$ cat src/rtl/hilo_muldiv_unit.sv
// hilo_muldiv_unit
//   Iterative multiply/divide unit that owns the architectural Hi/Lo pair.
//   Runs MULT/MULTU/MADD/MSUB with one shift-add step per cycle and
//   DIV/DIVU with one restoring shift-subtract step per cycle; MTHI/MTLO
//   write Hi/Lo directly at the accept edge.
//
//   state | meaning
//   IDLE  | waiting for Start; MTHI/MTLO complete here
//   RUN   | one iteration per cycle, WIDTH iterations total
//   FIX   | sign correction, Hi/Lo write-back, Done pulse follows
//
// Ports
//   Clk        system clock, rising edge
//   Reset      synchronous active-low reset
//   Start      request pulse, honoured only while Busy=0
//   Op         0 MULT 1 MULTU 2 MADD 3 MSUB 4 DIV 5 DIVU 6 MTHI 7 MTLO
//   A, B       operands (A also the MTHI/MTLO source)
//   Busy       iterative operation in progress
//   Done       one-cycle pulse after Hi/Lo were updated
//   DivByZero  one-cycle pulse with Done for a divide by zero
//   Hi, Lo     architectural Hi/Lo registers
module hilo_muldiv_unit #(
    parameter int WIDTH = 32,
    parameter int CNT_W = 6
) (
    input  logic             Clk,
    input  logic             Reset,
    input  logic             Start,
    input  logic [2:0]       Op,
    input  logic [WIDTH-1:0] A,
    input  logic [WIDTH-1:0] B,
    output logic             Busy,
    output logic             Done,
    output logic             DivByZero,
    output logic [WIDTH-1:0] Hi,
    output logic [WIDTH-1:0] Lo
);

    localparam logic [2:0] OP_MULT  = 3'd0;
    localparam logic [2:0] OP_MULTU = 3'd1;
    localparam logic [2:0] OP_MADD  = 3'd2;
    localparam logic [2:0] OP_MSUB  = 3'd3;
    localparam logic [2:0] OP_DIV   = 3'd4;
    localparam logic [2:0] OP_DIVU  = 3'd5;
    localparam logic [2:0] OP_MTHI  = 3'd6;
    localparam logic [2:0] OP_MTLO  = 3'd7;

    typedef enum logic [1:0] {
        IDLE = 2'd0,
        RUN  = 2'd1,
        FIX  = 2'd2
    } state_t;

    state_t state, next_state;

    logic               accept_run;
    logic               accept_move;
    logic [2:0]         op_q;
    logic [WIDTH-1:0]   mcand;      // multiplicand, or divisor magnitude
    logic [2*WIDTH-1:0] acc;        // {partial product, multiplier} or {remainder, quotient}
    logic               neg_q;      // product / quotient sign
    logic               neg_r;      // remainder sign (dividend sign)
    logic               b_zero;
    logic [CNT_W-1:0]   counter;
    logic               last_iter;

    logic               in_signed;
    logic               in_div;
    logic               a_neg;
    logic               b_neg;
    logic [WIDTH-1:0]   a_mag;
    logic [WIDTH-1:0]   b_mag;

    logic               is_div;
    logic [WIDTH:0]     mul_sum;
    logic [WIDTH:0]     div_trial;
    logic [2*WIDTH-1:0] acc_next;
    logic [2*WIDTH-1:0] prod;
    logic [WIDTH-1:0]   quot;
    logic [WIDTH-1:0]   rem;
    logic [2*WIDTH-1:0] fix_result;

    assign Busy      = (state != IDLE);
    assign last_iter = (counter == CNT_W'(WIDTH - 1));

    // Operand conditioning at the accept edge
    assign in_signed = (Op == OP_MULT) || (Op == OP_MADD) || (Op == OP_MSUB) || (Op == OP_DIV);
    assign in_div    = (Op == OP_DIV) || (Op == OP_DIVU);
    assign a_neg     = in_signed & A[WIDTH-1];
    assign b_neg     = in_signed & B[WIDTH-1];
    assign a_mag     = a_neg ? -A : A;
    assign b_mag     = b_neg ? -B : B;

    assign is_div    = (op_q == OP_DIV) || (op_q == OP_DIVU);

    always_ff @(posedge Clk) begin
        if (!Reset) begin
            state <= IDLE;
        end else begin
            state <= next_state;
        end
    end

    always_comb begin
        next_state  = state;
        accept_run  = 1'b0;
        accept_move = 1'b0;
        case (state)
            IDLE: begin
                if (Start) begin
                    if ((Op == OP_MTHI) || (Op == OP_MTLO)) begin
                        accept_move = 1'b1;
                    end else begin
                        accept_run = 1'b1;
                        next_state = RUN;
                    end
                end
            end
            RUN: begin
                if (last_iter) begin
                    next_state = FIX;
                end
            end
            FIX:     next_state = IDLE;
            default: next_state = IDLE;
        endcase
    end

    // One iteration step. The divide shifts {rem, quot} left and keeps the
    // subtraction only when it does not borrow (restoring division).
    always_comb begin
        mul_sum   = {1'b0, acc[2*WIDTH-1:WIDTH]} + {1'b0, (acc[0] ? mcand : {WIDTH{1'b0}})};
        div_trial = {acc[2*WIDTH-1:WIDTH], acc[WIDTH-1]} - {1'b0, mcand};
        if (is_div) begin
            if (div_trial[WIDTH]) begin
                acc_next = {acc[2*WIDTH-2:0], 1'b0};
            end else begin
                acc_next = {div_trial[WIDTH-1:0], acc[WIDTH-2:0], 1'b1};
            end
        end else begin
            acc_next = {mul_sum, acc[WIDTH-1:1]};
        end
    end

    // Sign correction and accumulate for the FIX edge
    always_comb begin
        prod = neg_q ? -acc : acc;
        quot = neg_q ? -acc[WIDTH-1:0] : acc[WIDTH-1:0];
        rem  = neg_r ? -acc[2*WIDTH-1:WIDTH] : acc[2*WIDTH-1:WIDTH];
        case (op_q)
            OP_MADD:          fix_result = {Hi, Lo} + prod;
            OP_MSUB:          fix_result = {Hi, Lo} - prod;
            OP_DIV, OP_DIVU:  fix_result = {rem, quot};
            default:          fix_result = prod;
        endcase
    end

    always_ff @(posedge Clk) begin
        if (!Reset) begin
            Hi        <= '0;
            Lo        <= '0;
            Done      <= 1'b0;
            DivByZero <= 1'b0;
            op_q      <= OP_MULT;
            mcand     <= '0;
            acc       <= '0;
            neg_q     <= 1'b0;
            neg_r     <= 1'b0;
            b_zero    <= 1'b0;
            counter   <= '0;
        end else begin
            Done      <= 1'b0;
            DivByZero <= 1'b0;
            if (accept_move) begin
                if (Op == OP_MTHI) begin
                    Hi <= A;
                end else begin
                    Lo <= A;
                end
                Done <= 1'b1;
            end
            if (accept_run) begin
                op_q    <= Op;
                mcand   <= in_div ? b_mag : a_mag;
                acc     <= in_div ? {{WIDTH{1'b0}}, a_mag} : {{WIDTH{1'b0}}, b_mag};
                neg_q   <= a_neg ^ b_neg;
                neg_r   <= a_neg;
                b_zero  <= (B == '0);
                counter <= '0;
            end
            if (state == RUN) begin
                acc     <= acc_next;
                counter <= counter + CNT_W'(1);
            end
            if (state == FIX) begin
                Done <= 1'b1;
                if (is_div && b_zero) begin
                    DivByZero <= 1'b1;
                end else begin
                    {Hi, Lo} <= fix_result;
                end
            end
        end
    end

endmodule
$ cat config.mk
export PLATFORM = sky130hd
export DESIGN_NAME = hilo_muldiv_unit
export DESIGN_NICKNAME = d
export VERILOG_FILES = /design/src/rtl/hilo_muldiv_unit.sv
export SDC_FILE = /design/constraint.sdc
export NUM_CORES = 1
export LEC_CHECK = 0
export BUFFER_PORTS_ARGS = -buffer_cell sky130_fd_sc_hd__buf_2
export CAP_MARGIN = 20
export CELL_PAD_IN_SITES_DETAIL_PLACEMENT = 2
export CELL_PAD_IN_SITES_GLOBAL_PLACEMENT = 2
export CORE_ASPECT_RATIO = 0.6
export CORE_UTILIZATION = 33
export DETAILED_ROUTE_END_ITERATION = 8
export PLACE_DENSITY_LB_ADDON = 0.25
export SYNTH_ARGS = -nofsm -noshare
export SYNTH_HDL_FRONTEND = slang
export SYNTH_SLANG_ARGS = --single-unit
$ cat constraint.sdc
create_clock -name Clk -period 6.6 [get_ports Clk]
set_clock_uncertainty 0.05 [all_clocks]
set_input_delay 1.32 -clock Clk [delete_from_list [all_inputs] [get_ports Clk]]
set_output_delay 1.32 -clock Clk [all_outputs]
set_load 0.02 [all_outputs]
==> Word-level counts from Yosys, hierarchy flattened <==
Index checks and enable logic that the tools add are counted.
{ "word_totals": {"out_inout_bits": 67, "in_bits": 70, "regBits": 176} }
{ "op_classes": {"bitwise": 3, "muxes": 36, "n_addsub": 10, "n_reduce_logical": 15, "n_eq_ne": 16} }
{ "ops": {"columns": ["cell", "count"], "rows": [
  ["32-bit two-way mux", 15],
  ["64-bit two-way mux", 5],
  ["64-bit case mux with 3 select lines", 1],
  ["32-bit negation", 4],
  ["64-bit adder", 1],
  ["64-bit negation", 1],
  ["64-bit subtractor", 1],
  ["32-bit by 32-bit adder with 33-bit output", 1],
  ["33-bit by 32-bit subtractor with 33-bit output", 1],
  ["32-bit logical NOT", 1],
  ["3-bit == test (second input constant)", 6],
  ["3-bit by 2-bit == test with 1-bit output (second input constant)", 4],
  ["6-bit two-way mux", 2],
  ["1-bit two-way mux", 9],
  ["6-bit by 1-bit adder with 6-bit output (second input constant)", 1],
  ["6-bit by 5-bit == test with 1-bit output (second input constant)", 1],
  ["1-bit logical OR", 6],
  ["2-bit two-way mux", 3],
  ["2-bit != test (second input constant)", 3],
  ["2-bit case mux with 2 select lines", 1],
  ["2-bit nonzero test", 2],
  ["3-bit logical NOT", 1],
  ["3-bit AND reduction", 1],
  ["1-bit bitwise AND", 2],
  ["7 further kinds", 7]
]} }

==> Depth between registers and ports, before layout <==
Gate-level depths: netlist (run 1).
{ "depth": {"depth_word": 9, "depth_mapped": 29} }

==> Worst setup path after synthesis (run 1) <==
No wires, ideal clock.
{ "synth_timing": {"path_kind": "flip-flop to flip-flop", "startpoint": "register acc[0]", "endpoint": "register Hi[31]", "t_arrival_ps": 6749, "slack_ps": -278, "setup_time_ps": 80, "path_stages_with_launch": 29, "t_required_ps": 6470, "path_buffers": 4, "path_cell_list": "dfxtp_1 -> clkbuf_1 -> inv_1 -> buf_1 -> ha_1 -> nor4b_1 -> nand4_1 -> or4_4 -> buf_6 -> o21ai_0 -> xor2_1 -> nand4_2 -> or3_4 -> or4_4 -> or2_1 -> o21ai_0 -> xnor2_1 -> ha_1 -> clkbuf_1 -> a21o_1 -> a21oi_1 -> o21ai_0 -> a21o_1 -> a21oi_1 -> nand2_1 -> a31oi_1 -> o21ai_0 -> or4_1 -> o211ai_1"} }
{ "synth_between": {"elab_chain_len": 6, "elab_cells_between_ends": 7, "classes_between": "add/sub: 3; mux: 4"} }
{ "synth_lines": {"columns": ["item", "line_no", "text"], "rows": [
  ["from (decl)", "60", "logic [2*WIDTH-1:0] acc;"],
  ["from (signal assigned)", "185", "acc <= in_div ? {{WIDTH{1'b0}}, a_mag} : {{WIDTH{1'b0}}, b_mag};"],
  ["from (signal assigned)", "192", "acc <= acc_next;"],
  ["64-bit negation", "147", "prod = neg_q ? -acc : acc;"],
  ["64-bit two-way mux *", "147", null],
  ["64-bit subtractor or 64-bit adder (tied branches)", "152, 151", null],
  ["64-bit case mux with 3 select lines *", "150", "case (op_q)"],
  ["32-bit two-way mux *", "197", "if (is_div && b_zero) begin"],
  ["32-bit two-way mux *", "195", "if (state == FIX) begin"],
  ["to (signal assigned)", "200", "{Hi, Lo} <= fix_result;"],
  ["to (decl)", "35", "output logic [WIDTH-1:0] Hi,"]
]} }
Mark *: on every way between the ends. The rest lies on a longest branch, timed or not.
A chain may end at the register's enable or synchronous reset.

==> Worst setup path after layout (run 1) <==
{ "layout_timing": {"startpoint": "register acc[1]", "endpoint": "register Hi[26]"} }
The elaborated chain is that of the path after synthesis.

==> run_summary.xml, run 1 <==
<?xml version="1.0" encoding="UTF-8"?>
<metrics>
  <group name="sta">
    <metric name="final_hold_slack" unit="ns">0.406</metric>
    <metric name="worst_rel_slew_slack" unit="%">32.9</metric>
    <metric name="rsz0062_at_grt" unit="">yes</metric>
    <metric name="timing.final.crit_share" unit="%">99.2</metric>
    <metric name="hold_viol" unit="">0</metric>
    <metric name="number_of_slew_limit_violations_in_the_final_report" unit="">0</metric>
    <metric name="timing.final.ws_setup" unit="ns">0.0496</metric>
    <metric name="finalSetupTns" unit="ns">0</metric>
    <metric name="tightest_slew" unit="ns">0.997</metric>
    <metric name="report.final.setup_viol" unit="">0</metric>
    <metric name="max_clock_freq" unit="MHz">153</metric>
    <metric name="timing.final.crit_period" unit="ns">6.55</metric>
  </group>
  <group name="setup_path">
    <metric name="critPathRequiredTime" unit="ns">6.93</metric>
    <metric name="worstSetupPathType" unit="">reg2reg</metric>
    <metric name="worstSetupStartpointType" unit="">flip-flop</metric>
    <metric name="critPathMaxFanout" unit="">5</metric>
    <metric name="worstSetupEndpointType" unit="">flip-flop</metric>
    <metric name="worstPathArrival" unit="ns">6.88</metric>
  </group>
  <group name="global_route">
    <metric name="global_route_overflow" unit="">0</metric>
    <metric name="grt_pass1_wl" unit="um">159000</metric>
    <metric name="use_met1" unit="%">45.2</metric>
    <metric name="globalRouteTotalUtil" unit="%">32.3</metric>
    <metric name="grt_start_max_net_pins" unit="">78</metric>
    <metric name="vias_in_the_first_global_route" unit="">24900</metric>
    <metric name="fraction_of_met3_tracks_used_by_global_routing" unit="%">4.60</metric>
    <metric name="groute.layer.met2.usage" unit="%">50.6</metric>
    <metric name="grt_busiest_layer" unit="">met2</metric>
    <metric name="antenna_found_initial" unit="">7</metric>
  </group>
  <group name="placement">
    <metric name="finalWeightedCongestion" unit="">0.957</metric>
    <metric name="hpwlAfterDp" unit="um">82900</metric>
    <metric name="port-buffer-count" unit="">136</metric>
    <metric name="place.detailed.instances" unit="">3879</metric>
    <metric name="preCtsSetupSlack" unit="ns">-0.639</metric>
  </group>
  <group name="floorplanning">
    <metric name="chipWidth" unit="um">327</metric>
    <metric name="num_rows" unit="">71</metric>
    <metric name="pin_count" unit="">137</metric>
    <metric name="core" unit="um2">62700</metric>
    <metric name="design.die.area" unit="um2">64500</metric>
    <metric name="die_y" unit="um">197</metric>
    <metric name="initial_cell_density_of_the_core" unit="%">33.4</metric>
  </group>
  <group name="run">
    <metric name="maxCapViolations" unit="">0</metric>
  </group>
  <group name="min_path">
    <metric name="worst_hold_path_type" unit="">reg2reg</metric>
  </group>
  <group name="clock_network">
    <metric name="htree_num_levels" unit="">4</metric>
    <metric name="numClockSinks" unit="">176</metric>
    <metric name="tritoncts" unit="">done</metric>
    <metric name="clkTransAtPathRegs" unit="ns">0.09</metric>
    <metric name="cts_buffers" unit="">17</metric>
    <metric name="hold_buffers" unit="">0</metric>
    <metric name="clockBufferDepth" unit="">2</metric>
    <metric name="clockRootBuffer" unit="">clkbuf_16</metric>
    <metric name="clk_latency" unit="ns">0.54</metric>
  </group>
  <group name="detailed_routing">
    <metric name="via_per_inst" unit="">6.09</metric>
    <metric name="totalWireLength" unit="um">107000</metric>
    <metric name="drt_drc_violations_left" unit="">0</metric>
    <metric name="vias" unit="">24000</metric>
    <metric name="postRouteAntennaNets" unit="">0</metric>
    <metric name="drt-wirelength-per-cell" unit="um">27.1</metric>
    <metric name="drt-pass1-iter-count" unit="">7</metric>
    <metric name="drt_first_iter_violations" unit="">1677</metric>
  </group>
  <group name="logic_synthesis">
    <metric name="netlist_instances" unit="">2931</metric>
    <metric name="synth_sequential_area_ratio" unit="%">16.8</metric>
    <metric name="synth_async_sr_flop_share" unit="%">0</metric>
    <metric name="post_synth_mux_area_share" unit="%">5.01</metric>
    <metric name="synthesis.nets" unit="">3137</metric>
    <metric name="fraction_of_the_mapped_netlist_area_in_adder_cells" unit="%">8.24</metric>
    <metric name="main_combinational_cell_family_by_area_after_synthesis" unit="">compound AO/OA/AOI/OAI gates</metric>
    <metric name="synth_simple_gate_area_share" unit="%">20.3</metric>
    <metric name="ys_ff_latch" unit="">176</metric>
    <metric name="synthFlopType" unit="">dfxtp_1</metric>
    <metric name="synth-edff-count" unit="">0</metric>
    <metric name="mapped_avg_cell_area" unit="um2">7.14</metric>
    <metric name="synth_xor_xnor_area_share" unit="%">13.4</metric>
    <metric name="ys.warnings.count" unit="">0</metric>
    <metric name="compound_gate_fraction_of_synth_area" unit="%">30.5</metric>
    <metric name="post_synth_num_cell_types" unit="">82</metric>
    <metric name="synthesis.area" unit="um2">20900</metric>
  </group>
  <group name="pwr">
    <metric name="vdd_drop_max" unit="uV">180</metric>
    <metric name="pwr-share-clk" unit="%">27.2</metric>
    <metric name="internal_power" unit="uW">2420</metric>
    <metric name="p_comb_share" unit="%">45.9</metric>
    <metric name="share_seq_of_total_power" unit="%">26.9</metric>
    <metric name="powerDensity" unit="nW/um2">177</metric>
    <metric name="switch_share" unit="%">44.4</metric>
    <metric name="total_leakage_power" unit="uW">0.0104</metric>
    <metric name="p_total" unit="uW">4350</metric>
    <metric name="total_switching_power" unit="uW">1930</metric>
  </group>
  <group name="cells_and_area">
    <metric name="final_cells" unit="">3946</metric>
    <metric name="layout_commonest_cell" unit="">nand2_1</metric>
    <metric name="count_of_nets_after_finishing" unit="">3295</metric>
    <metric name="layout_common_cells" unit="">292 x nand2_1, 273 x nor2_1, 231 x a21oi_1</metric>
    <metric name="layout-drive-gt1-share" unit="%">16.4</metric>
    <metric name="area_growth" unit="%">17.4</metric>
  </group>
  <group name="status">
    <metric name="run_status" unit="">complete, no violations</metric>
  </group>
</metrics>
-- state kept, by name, indices dropped and copies added (netlist names) --
register   count
Lo            32
neg_q          1
neg_r          1
counter        6
state          2
Hi            32
DivByZero      1
acc           64
Done           1
b_zero         1
op_q           3
mcand         32
-- worst max-delay path, stage by stage, from the launching register on --
cell	delay [ns]
dfxtp_2	0.34
inv_2	0.08
ha_4	0.15
buf_6	0.13
nor4b_4	0.32
nand4_1	0.27
buf_4	0.21
mux2i_1	0.12
o2bb2ai_2	0.18
nand2_1	0.09
or4b_4	0.53
or3_4	0.46
or3_4	0.42
nand2_4	0.08
xnor2_2	0.06
ha_1	0.38
nand4_1	0.23
nor4_4	0.44
o2111a_2	0.36
o211ai_1	0.20
a31oi_2	0.32
a21oi_2	0.14
buf_6	0.15
a31o_2	0.23
a221oi_1	0.31
a21oi_1	0.12
-- synthesized netlist by cell type, drive strengths merged (23+ instances only) --
cell | count | area, um2
nand2 | 294 | 1100
nor2 | 281 | 1050
a21oi | 237 | 1190
o21ai | 203 | 1020
clkbuf | 181 | 679
xnor2 | 181 | 1590
dfxtp | 176 | 3520
a211oi | 153 | 1150
xor2 | 138 | 1220
ha | 133 | 1660
inv | 101 | 379
mux2i | 89 | 891
a21o | 60 | 450
nor3 | 55 | 275
o211ai | 55 | 413
nand3 | 53 | 265
a31oi | 31 | 194
o31ai | 31 | 238
a311oi | 30 | 263
buf | 29 | 129
or3 | 29 | 186
nand2b | 28 | 175
nand4 | 26 | 169
a22oi | 23 | 173
o41ai | 23 | 201
-- cell type report --
type | instances | area [um2]
well taps | 839 | 1050
diodes | 5 | 12.5
repair buffers | 348 | 2300
multi-input cells | 2445 | 16700
clock buffers | 18 | 429
fillers | 7395 | 38100
flip-flops and latches | 176 | 3530
inverters | 101 | 382
clock inverters | 14 | 174
-- path summary, 6_finish.rpt --
kind	start	end	slack, ns	depth (start not counted)
setup / recovery	acc[1]$_SDFFE_PN0P_	Hi[26]$_SDFF_PN0_	0.05	25
hold reg to reg	mcand[13]$_SDFFE_PN0P_	mcand[13]$_SDFFE_PN0P_	0.41	2
setup reg to reg	acc[1]$_SDFFE_PN0P_	Hi[26]$_SDFF_PN0_	0.05	25
hold / removal	mcand[13]$_SDFFE_PN0P_	mcand[13]$_SDFFE_PN0P_	0.41	2
-- repair_timing --
item / CTS / global route
buffers inserted: 8 / 21
gates cloned: 0 / 1
setup endpoints to repair: 17 / 20
pin swaps: 8 / 34
gates resized for setup: 18 / 74
-- stage by stage --
step | util, % | cell area, um2
floorplan | - | 21000
global placement | 37.2 | 23300
detailed placement | 37.2 | 23300
CTS | 38.4 | 24100
global route | 39.2 | 24600
finish | 39.2 | 24600
-- per-layer routing --
| layer | share of wire [%] | vias up |
|---|---|---|
| li1 | - | 11000 |
| met1 | 48 | 12300 |
| met2 | 44 | 554 |
| met3 | 4.8 | 129 |
| met4 | 3.0 | 2 |
| met5 | 0.0075 | - |
-- power by group through the flow --
stage	Sequential (uW)	Combinational, uW	Clock, uW
final	1170	2000	1180
after global routing	1180	2130	1230
after detailed placement	1190	1860	0
after floorplan	1180	1170	0
after global placement	1190	1780	0
after CTS	1170	1890	1190
-- cell families (layout without fill, tap and decap cells) --
group	after synthesis	in the layout
other	0	5
multiplexers	103	103
flip-flops	176	176
adder cells (fa/ha/maj)	136	136
buffers and inverters	311	481
AND/OR/NAND/NOR	911	912
XOR/XNOR	319	319
AO/OA/AOI/OAI	975	975
No activity file was read; power rests on OpenSTA's default activity.
==> inputs of run 2 (changes only) <==
Settings changed: CORE_UTILIZATION 33 to 39.
Clock period 6.6 ns to 8.4 ns, I/O delays scaled along.
==> run_summary.xml, run 2 (synthesized netlist as in run 1, its figures left out) <==
<?xml version="1.0" encoding="UTF-8"?>
<metrics>
  <group name="status">
    <metric name="run_status" unit="">finished, violations left</metric>
    <metric name="violations" unit="">design-rule violations</metric>
  </group>
  <group name="detailed_routing">
    <metric name="drt-wirelength-per-cell" unit="um">28.5</metric>
    <metric name="postRouteAntennaNets" unit="">0</metric>
    <metric name="via_per_inst" unit="">6.52</metric>
    <metric name="drt-pass1-iter-count" unit="">7</metric>
    <metric name="totalWireLength" unit="um">104000</metric>
    <metric name="vias" unit="">23700</metric>
    <metric name="drt_first_iter_violations" unit="">2041</metric>
    <metric name="drt_drc_violations_left" unit="">6</metric>
  </group>
  <group name="sta">
    <metric name="number_of_slew_limit_violations_in_the_final_report" unit="">0</metric>
    <metric name="timing.final.crit_share" unit="%">93.1</metric>
    <metric name="max_clock_freq" unit="MHz">128</metric>
    <metric name="report.final.setup_viol" unit="">0</metric>
    <metric name="timing.final.crit_period" unit="ns">7.82</metric>
    <metric name="worst_rel_slew_slack" unit="%">29.3</metric>
    <metric name="finalSetupTns" unit="ns">0</metric>
    <metric name="rsz0062_at_grt" unit="">no</metric>
    <metric name="tightest_slew" unit="ns">1.05</metric>
    <metric name="hold_viol" unit="">0</metric>
  </group>
  <group name="setup_path">
    <metric name="critPathMaxFanout" unit="">12</metric>
    <metric name="critical_path_slowest_stage_cell" unit="">or4b_2</metric>
    <metric name="worstPathArrival" unit="ns">8.17</metric>
    <metric name="critPathRequiredTime" unit="ns">8.75</metric>
    <metric name="worstSetupStartpointType" unit="">flip-flop</metric>
    <metric name="worstSetupEndpointType" unit="">flip-flop</metric>
    <metric name="worstSetupPathType" unit="">reg2reg</metric>
    <metric name="cell_repeated_most_along_the_worst_path" unit="">o21ai_0</metric>
    <metric name="crit_path_max_incr_delay" unit="ns">0.64</metric>
  </group>
  <group name="floorplanning">
    <metric name="design.die.area" unit="um2">54600</metric>
    <metric name="chipWidth" unit="um">301</metric>
    <metric name="initial_cell_density_of_the_core" unit="%">39.7</metric>
    <metric name="pin_count" unit="">137</metric>
    <metric name="num_rows" unit="">65</metric>
    <metric name="core" unit="um2">52800</metric>
    <metric name="die_y" unit="um">181</metric>
  </group>
  <group name="clock_network">
    <metric name="htree_num_levels" unit="">4</metric>
    <metric name="hold_buffers" unit="">0</metric>
    <metric name="clkTransAtPathRegs" unit="ns">0.09</metric>
    <metric name="numClockSinks" unit="">176</metric>
    <metric name="cts_resized" unit="">0</metric>
    <metric name="clockRootBuffer" unit="">clkbuf_16</metric>
    <metric name="clockBufferDepth" unit="">2</metric>
    <metric name="clk_latency" unit="ns">0.50</metric>
    <metric name="cts_setup_buffers" unit="">0</metric>
    <metric name="tritoncts" unit="">done</metric>
    <metric name="cts_buffers" unit="">17</metric>
  </group>
  <group name="pwr">
    <metric name="vdd_drop_max" unit="uV">174</metric>
    <metric name="total_leakage_power" unit="uW">0.00948</metric>
    <metric name="powerDensity" unit="nW/um2">143</metric>
  </group>
  <group name="min_path">
    <metric name="worst_hold_path_type" unit="">reg2reg</metric>
  </group>
  <group name="global_route">
    <metric name="globalRouteTotalUtil" unit="%">37.4</metric>
    <metric name="grt_start_max_net_pins" unit="">79</metric>
    <metric name="antenna_found_initial" unit="">5</metric>
    <metric name="global_route_overflow" unit="">0</metric>
    <metric name="grt_pass1_wl" unit="um">156000</metric>
    <metric name="vias_in_the_first_global_route" unit="">24900</metric>
  </group>
  <group name="cells_and_area">
    <metric name="layout-drive-gt1-share" unit="%">9.42</metric>
    <metric name="sequential_cell_area" unit="um2">3530</metric>
    <metric name="largest_register_ff_count" unit="">64</metric>
    <metric name="area_growth" unit="%">8.53</metric>
    <metric name="largest_register" unit="">acc</metric>
    <metric name="layout_commonest_cell" unit="">nand2_1</metric>
    <metric name="layout_common_cells" unit="">293 x nand2_1, 279 x nor2_1, 236 x a21oi_1</metric>
    <metric name="fill_cells" unit="">6259</metric>
    <metric name="multi_input_area" unit="um2">16300</metric>
    <metric name="count_of_nets_after_finishing" unit="">3122</metric>
    <metric name="final_util" unit="%">43.1</metric>
  </group>
  <group name="placement">
    <metric name="hpwlAfterDp" unit="um">78900</metric>
    <metric name="finalWeightedCongestion" unit="">0.983</metric>
    <metric name="port-buffer-count" unit="">136</metric>
  </group>
  <group name="run">
    <metric name="maxCapViolations" unit="">0</metric>
  </group>
</metrics>
run 2: worst max-delay path, delay by kind of cell, from the launching register on:
kind | cells | cell delay, ns
AOI/OAI and AO/OA | 12 | 2.69
xor gates and xnor gates | 3 | 0.77
adders and majority gates | 2 | 0.71
buffers and inverters | 3 | 0.53
DFF | 1 | 0.46
and+or+nand+nor | 7 | 2.54
run 2: final timing paths:
path	start	endpoint	slack, ns	depth (start not counted)
min	mcand[10]$_SDFFE_PN0P_	mcand[10]$_SDFFE_PN0P_	0.41	2
max reg2reg	acc[0]$_SDFFE_PN0P_	Hi[30]$_SDFF_PN0_	0.58	27
min reg2reg	mcand[10]$_SDFFE_PN0P_	mcand[10]$_SDFFE_PN0P_	0.41	2
max	acc[0]$_SDFFE_PN0P_	Hi[30]$_SDFF_PN0_	0.58	27
run 2: cell type report:
type	instances	area share [%]
antenna	2	0.0220
clock inverter	14	0.842
timing repair buffer	176	4.32
sequential	176	15.5
inverter	101	1.68
clock buffer	18	1.89
tap	703	3.87
multi-input combinational	2444	71.9
run 2: routing by layer:
| layer | vias up | share of wire [%] | track usage, % |
|---|---|---|---|
| li1 | 10600 | - | - |
| met1 | 12200 | 46 | 51.6 |
| met2 | 740 | 44 | 58.7 |
| met3 | 139 | 6.6 | 6.68 |
| met4 | 0 | 2.9 | 11.6 |
| met5 | - | 0 | 0 |
run 2: metrics by stage:
step | instances | hold WS [ns] | setup WS, ns | power [uW] | cell area (um2)
floorplan | 2931 | 0.382 | 1.52 | 1850 | 20900
global placement | 3600 | 0.391 | 0.896 | 2220 | 22100
detailed placement | 3600 | 0.397 | 0.588 | 2290 | 22100
CTS | 3632 | 0.414 | 0.520 | 3220 | 22700
global route | 3632 | 0.443 | 0.0996 | 3380 | 22700
finish | 3634 | 0.409 | 0.582 | 3250 | 22700
run 2: where the power goes:
part	switching (uW)	internal (uW)	total (uW)
registers	75.4	875	951
logic	906	461	1370
clock network	473	457	930
total	1450	1790	3250
